## config.mk

```make
export PLATFORM = sky130hd
export DESIGN_NAME = bcd_display_feeder
export DESIGN_NICKNAME = d
export VERILOG_FILES = /design/src/rtl/bcd_display_feeder.sv
export SDC_FILE = /design/constraint.sdc
export NUM_CORES = 1
export LEC_CHECK = 0
export BUFFER_PORTS_ARGS = -buffer_cell sky130_fd_sc_hd__buf_2
export CORE_MARGIN = 4
export CORE_UTILIZATION = 56
export CTS_CLUSTER_SIZE = 28
export DETAILED_ROUTE_END_ITERATION = 6
export PLACE_DENSITY = 0.83
export SLEW_MARGIN = 5
export SYNTH_ARGS = -nofsm -noshare
export SYNTH_HDL_FRONTEND = slang
export SYNTH_SLANG_ARGS = --single-unit
```

## constraint.sdc

```tcl
create_clock -name clock -period 2.35 [get_ports clock]
set_clock_uncertainty 0.1 [all_clocks]
set_input_delay 0.47 -clock clock [delete_from_list [all_inputs] [get_ports clock]]
set_output_delay 0.47 -clock clock [all_outputs]
set_load 0.01 [all_outputs]
```

## src/rtl/bcd_display_feeder.sv

```systemverilog
// Iterative double-dabble binary-to-BCD converter feeding a 4-digit display; INPUT_WIDTH+1 clocks per conversion.
// Loads are ignored while busy; hex digits update only on the done pulse and saturate to 9999 with overflow.
module bcd_display_feeder #(
    parameter int INPUT_WIDTH = 16,
    parameter int MAX_VALUE   = 9999
) (
    input  logic                   clock,
    input  logic                   reset,
    input  logic                   load,
    input  logic [INPUT_WIDTH-1:0] value,
    output logic [3:0]             hex3,
    output logic [3:0]             hex2,
    output logic [3:0]             hex1,
    output logic [3:0]             hex0,
    output logic                   busy,
    output logic                   done,
    output logic                   overflow
);

    localparam int CW = $clog2(INPUT_WIDTH);
    localparam logic [CW-1:0] LAST_ITER = CW'(INPUT_WIDTH - 1);
    localparam logic [INPUT_WIDTH-1:0] MAX_V = INPUT_WIDTH'(MAX_VALUE);

    typedef enum logic [1:0] {IDLE, CONVERT, FINISH} state_t;

    state_t                 state;
    logic [INPUT_WIDTH-1:0] shift_reg;
    logic [15:0]            scratch;
    logic [15:0]            adj;
    logic [CW-1:0]          cnt;
    logic                   ovf_pending;

    // Per-nibble add-3 correction; a nibble >=5 plus 3 never exceeds 4 bits.
    always_comb begin
        adj = scratch;
        for (int i = 0; i < 4; i++) begin
            if (scratch[4*i +: 4] >= 4'd5)
                adj[4*i +: 4] = scratch[4*i +: 4] + 4'd3;
        end
    end

    always_ff @(posedge clock or posedge reset) begin
        if (reset) begin
            state       <= IDLE;
            shift_reg   <= '0;
            scratch     <= '0;
            cnt         <= '0;
            ovf_pending <= 1'b0;
            hex3        <= 4'd0;
            hex2        <= 4'd0;
            hex1        <= 4'd0;
            hex0        <= 4'd0;
            busy        <= 1'b0;
            done        <= 1'b0;
            overflow    <= 1'b0;
        end else begin
            done <= 1'b0;
            case (state)
                IDLE: begin
                    if (load) begin
                        shift_reg   <= value;
                        scratch     <= '0;
                        cnt         <= '0;
                        ovf_pending <= (value > MAX_V);
                        busy        <= 1'b1;
                        state       <= CONVERT;
                    end
                end
                CONVERT: begin
                    scratch   <= {adj[14:0], shift_reg[INPUT_WIDTH-1]};
                    shift_reg <= {shift_reg[INPUT_WIDTH-2:0], 1'b0};
                    cnt       <= cnt + 1'b1;
                    if (cnt == LAST_ITER)
                        state <= FINISH;
                end
                FINISH: begin
                    // Overflowed scratch is garbage by design; only the saturated digits are shown.
                    if (ovf_pending) begin
                        hex3     <= 4'd9;
                        hex2     <= 4'd9;
                        hex1     <= 4'd9;
                        hex0     <= 4'd9;
                        overflow <= 1'b1;
                    end else begin
                        hex3     <= scratch[15:12];
                        hex2     <= scratch[11:8];
                        hex1     <= scratch[7:4];
                        hex0     <= scratch[3:0];
                        overflow <= 1'b0;
                    end
                    done  <= 1'b1;
                    busy  <= 1'b0;
                    state <= IDLE;
                end
                default: state <= IDLE;
            endcase
        end
    end

endmodule

```

# Word level (Yosys, flattened, before mapping)
# Index checks and enable logic that the tools add are counted.
# totals
ff_bits	58
input_bits	19
output_inout_bits	19
wordCells	55
# op_classes
addsub	5
order_cmp	5
n_eq_ne	5
mux	21
n_reduce_logical	7
# ops
operator	count
one-hot mux 16 bit (2 select lines)	2
2-to-1 mux 16 bit	2
2-to-1 mux 4 bit	8
greater-or-equal comparator 4 x 3 -> 1 bit, second input constant	4
> comparator 16 x 14 -> 1 bit, second input constant	1
adder 4 x 2 -> 4 bit, second input constant	3
one-hot mux 4 bit (2 select lines)	1
AND reduction 2 bit	4
adder 4 x 1 -> 4 bit, second input constant	1
== test 4 bit, second input constant	1
2-to-1 mux 2 bit	2
!= test 2 bit, second input constant	2
one-hot mux 2 bit (2 select lines)	1
nonzero test 2 bit	2
adder 3 x 2 -> 3 bit, second input constant	1
2-to-1 mux 1 bit	3
2-to-1 mux 3 bit	1
== test 2 x 1 -> 1 bit, second input constant	1
== test 2 bit, second input constant	1
logical NOT 2 bit	1
one-hot mux 1 bit (2 select lines)	1

# Longest topological paths before layout
# logic_depth
ltp_word	3
ltp_mapped	6
ltp_nobuf	6

# Worst setup path before layout
# Ideal clock, no wire load.
# synth_path
kind	flip-flop to flip-flop
start	register scratch[0]
end	register scratch[2]
setup_time_ps	83
arrival_time_ps	1437
required_ps	2167
slack_ps	730
path_stages_with_launch	7
n_path_buf	0
synth_period_minus_slack_ps	1620
path_cell_list	dfrtp_1 > inv_1 > ha_1 > nand2b_1 > a21oi_1 > mux2_2 > o21ai_0
# synth_between
elab_chain_cells	3
elab_cells_between_ends	4
cone_classes	add/sub (1); order compare (1); mux (2)
# synth_lines
element	line	text
from (decl)	28	logic [15:0] scratch;
from (signal assigned)	70	scratch <= {adj[14:0], shift_reg[INPUT_WIDTH-1]};
adder 4 x 2 -> 4 bit / greater-or-equal comparator 4 x 3 -> 1 bit (equally long branches)	38, 37	
2-to-1 mux 4 bit *	37	if (scratch[4*i +: 4] >= 4'd5)
one-hot mux 16 bit (2 select lines) *	58	case (state)
# Every way passes the cells marked *; elsewhere a longest branch is shown, timed or not.
# A chain may end at the register's enable or synchronous reset.

# Final worst setup path
# layout_path
start	register scratch[9]
end	register scratch[10]
# Same word-level chain as after synthesis.

==> impl_metrics.csv <==
group,metric,value,unit
layout,fin_util,68.32,%
clock_network,cts_made_buffers,9,
setup_path,end_kind,"flop",
synth,synth_cells,270,
timing,hold_viol_final,0,
timing,slew_headroom,52.58,%
setup_path,timing.rr.start,"scratch[9]$_DFFE_PP0P_",
timing,maxSlewViolCount,0,
place,gp_congestion,0.7751,
job,cap_violations,0,
floorplan,io_pins,38,
synth,synth_area,2663,um^2
run_status,status,"finished clean",
setup_path,critPathRequiredTime,2500,ps
grt,grt_overflow,0,
drt,dr.pass1.iters,5,
layout,final_common_cell,"dfrtp_1",
synth,syn_area_per_cell,9.861,um^2
synth,synth_seq_cells,58,
grt,grt_max_degree,59,
setup_path,start_kind,"flop",
floorplan,start_util,59.51,%
synth,ys_warn_count,0,
timing,whs,83.89,ps
drt,wl_per_cell,14.13,um
floorplan,fp.coreArea,4474,um^2
drt,remaining_drc_errors,0,
drt,wirelength_met1,2362,um
setup_path,rr_worst_depth,6,
clock_network,root_buffer,"clkbuf_8",
grt,grt_pass1_vias,2011,
setup_path,crit_arrival,1940,ps
timing,max_slew.worst_pin.slew,708.6,ps
grt,grt_usage,19.67,%
place,post-place-ws,554.2,ps
timing,setup_violations,0,
synth,synth_area_leaders,"dfrtp_1 55%, nand2_1 6.6%, o21ai_0 4.9%",
floorplan,die_h,76.96,um
layout,drive_gt1_share,19.94,%
setup_path,cp.buffers_inverters,1,
layout,fill_cells,363,
timing,rsz0062_at_grt,"false",
floorplan,rows,24,
clock_network,cts.clk_slew.worst_paths,60,ps
drt,drtAntennaViolNets,0,
grt,grt_pass1_wl,9239,um
drt,vias,2070,
floorplan,die_width,76.96,um
place,dp_hpwl,3529,um
setup_path,rrSetupSlack,560,ps
drt,highest_layer,"met4",
timing,period_share,76.05,%
setup_path,critical_path.slowest_cell,"dfrtp_1",
layout,area_delta_synth_final,14.80,%
synth,synth_cell_types,30,
timing,min_period,1787,ps
timing,tns,0,ps
clock_network,clk_latency,330,ps
clock_network,cts_setup_buffers,0,
setup_path,critical_path_class,"flop to flop",
clock_network,cts_htree_levels,3,
clock_network,cts.sink_count,58,
synth,synth_top_area_share,54.51,%
setup_path,cpPeakStageDelay,390,ps
drt,via_per_inst,5.702,
clock_network,ctsLongestPathBuffers,2,
timing,finalWorstSetupSlack,562.8,ps
setup_path,r2r_end,"scratch[10]$_DFFE_PP0P_",
synth,ys_seq_area_share,54.51,%
pwr,leakage,0.001494,uW
pwr,cellPowerDensity,1267,nW/um^2
drt,finalWirelength,5130,um
min_path,hold_class,"input port to asynchronous set/reset pin",
clock_network,cts-resized-gates,0,
layout,nets,337,
drt,drt-initial-drc-count,137,
grt,antenna_found_initial,0,
drt,wl_met3,340,um
setup_path,critPathMaxFanout,4,
floorplan,die-area,5922,um^2
synth,syn_nets,298,
layout,diodes,0,
setup_path,cp_top_family,"compound AO/OA/AOI/OAI gates",
timing,fmax,559.5,MHz
place,port_buffers,37,
clock_network,cts_hold_buffers,0,
synth,synth_top_cell_by_area,"dfrtp_1",
drt,route.met2.wl,2364,um
setup_path,cp_cell_sequence,"inv_1 > ha_1 > nand2b_1 > a21oi_1 > mux2_2 > o21ai_0",
layout,mostFrequentLayoutCells,"58 x dfrtp_1, 47 x nand2_1, 37 x buf_2, 26 x o21ai_0, 21 x nor2_1",
pwr,ir_drop,0.0005562,V
clock_network,tritoncts,"yes",
## per-stage QoR
stage	cell area (um^2)	instances	total power [uW]
2_1_floorplan	2663	270	2737
3_3_place_gp	2898	350	3038
3_5_place_dp	2898	350	3116
4_1_cts	3057	363	3901
5_1_grt	3057	363	4223
6_report	3057	363	3872
## worst reg2reg max path, stage by stage, from the launching register on
cell and delay [ps]:
dfrtp_1 390, inv_1 120, ha_1 220, nand2b_1 70
a21oi_1 290, mux2_2 370, o21ai_0 150
## cells in the mapped netlist
| cell | number |
|---|---|
| a21oi_1 | 5 |
| a22oi_1 | 11 |
| a311o_1 | 1 |
| a32o_1 | 4 |
| and2b_1 | 1 |
| and3_1 | 1 |
| buf_2 | 7 |
| buf_6 | 1 |
| clkbuf_1 | 7 |
| dfrtp_1 | 58 |
| ha_1 | 9 |
| inv_1 | 11 |
| mux2_2 | 4 |
| nand2_1 | 47 |
| nand2_2 | 1 |
| nand2b_1 | 9 |
| nand3_1 | 14 |
| nand4_1 | 2 |
| nor2_1 | 21 |
| nor3_1 | 1 |
| nor3b_2 | 1 |
| nor4_1 | 1 |
| o211ai_1 | 1 |
| o21ai_0 | 26 |
| o22ai_1 | 4 |
| o31ai_1 | 12 |
| o32a_1 | 1 |
| or3b_4 | 1 |
| xnor2_1 | 5 |
| xor2_1 | 3 |
## cell families after synthesis
group                    share of synthesized area (%)
adder cells (fa/ha/maj)                          4.229
multiplexers                                     1.692
buffers and inverters                            4.276
flip-flops                                       54.51
XOR/XNOR                                         2.632
AND/OR/NAND/NOR                                  16.87
AO/OA/AOI/OAI                                    15.79
## worst max path at each step
stage	start	endpoint	slack, ps	cells past startpoint
floorplan	reset	busy$_DFFE_PP0P_	350	1
global placement	load	scratch[15]$_DFFE_PP0P_	580	5
detailed placement	load	scratch[3]$_DFFE_PP0P_	550	5
CTS	scratch[9]$_DFFE_PP0P_	scratch[10]$_DFFE_PP0P_	560	6
global route	scratch[9]$_DFFE_PP0P_	scratch[10]$_DFFE_PP0P_	400	6
finish	scratch[9]$_DFFE_PP0P_	scratch[10]$_DFFE_PP0P_	560	6
## power breakdown
part | total, uW | switching, uW | internal, uW | leakage (uW)
Clock | 773 | 350 | 423 | 0.0000815
Combinational | 1410 | 768 | 642 | 0.000678
Sequential | 1690 | 304 | 1390 | 0.000734
## layout make-up
type,count,area (um^2),area share (%)
multi-input combinational,186,1097,35.90
tap,52,65.06,2.129
inverter,11,41.29,1.351
sequential,58,1451,47.48
timing repair buffer,43,242.7,7.941
clock buffer,13,158.9,5.199
## per-layer routing
| layer | GRT usage, % | vias to the layer above |
|---|---|---|
| met3 | 5.386 | 7 |
| li1 | - | 1010 |
| met5 | 0 | - |
| met4 | 9.420 | 0 |
| met2 | 30.49 | 66 |
| met1 | 25.52 | 987 |
Power figures use the tool's default switching activity.
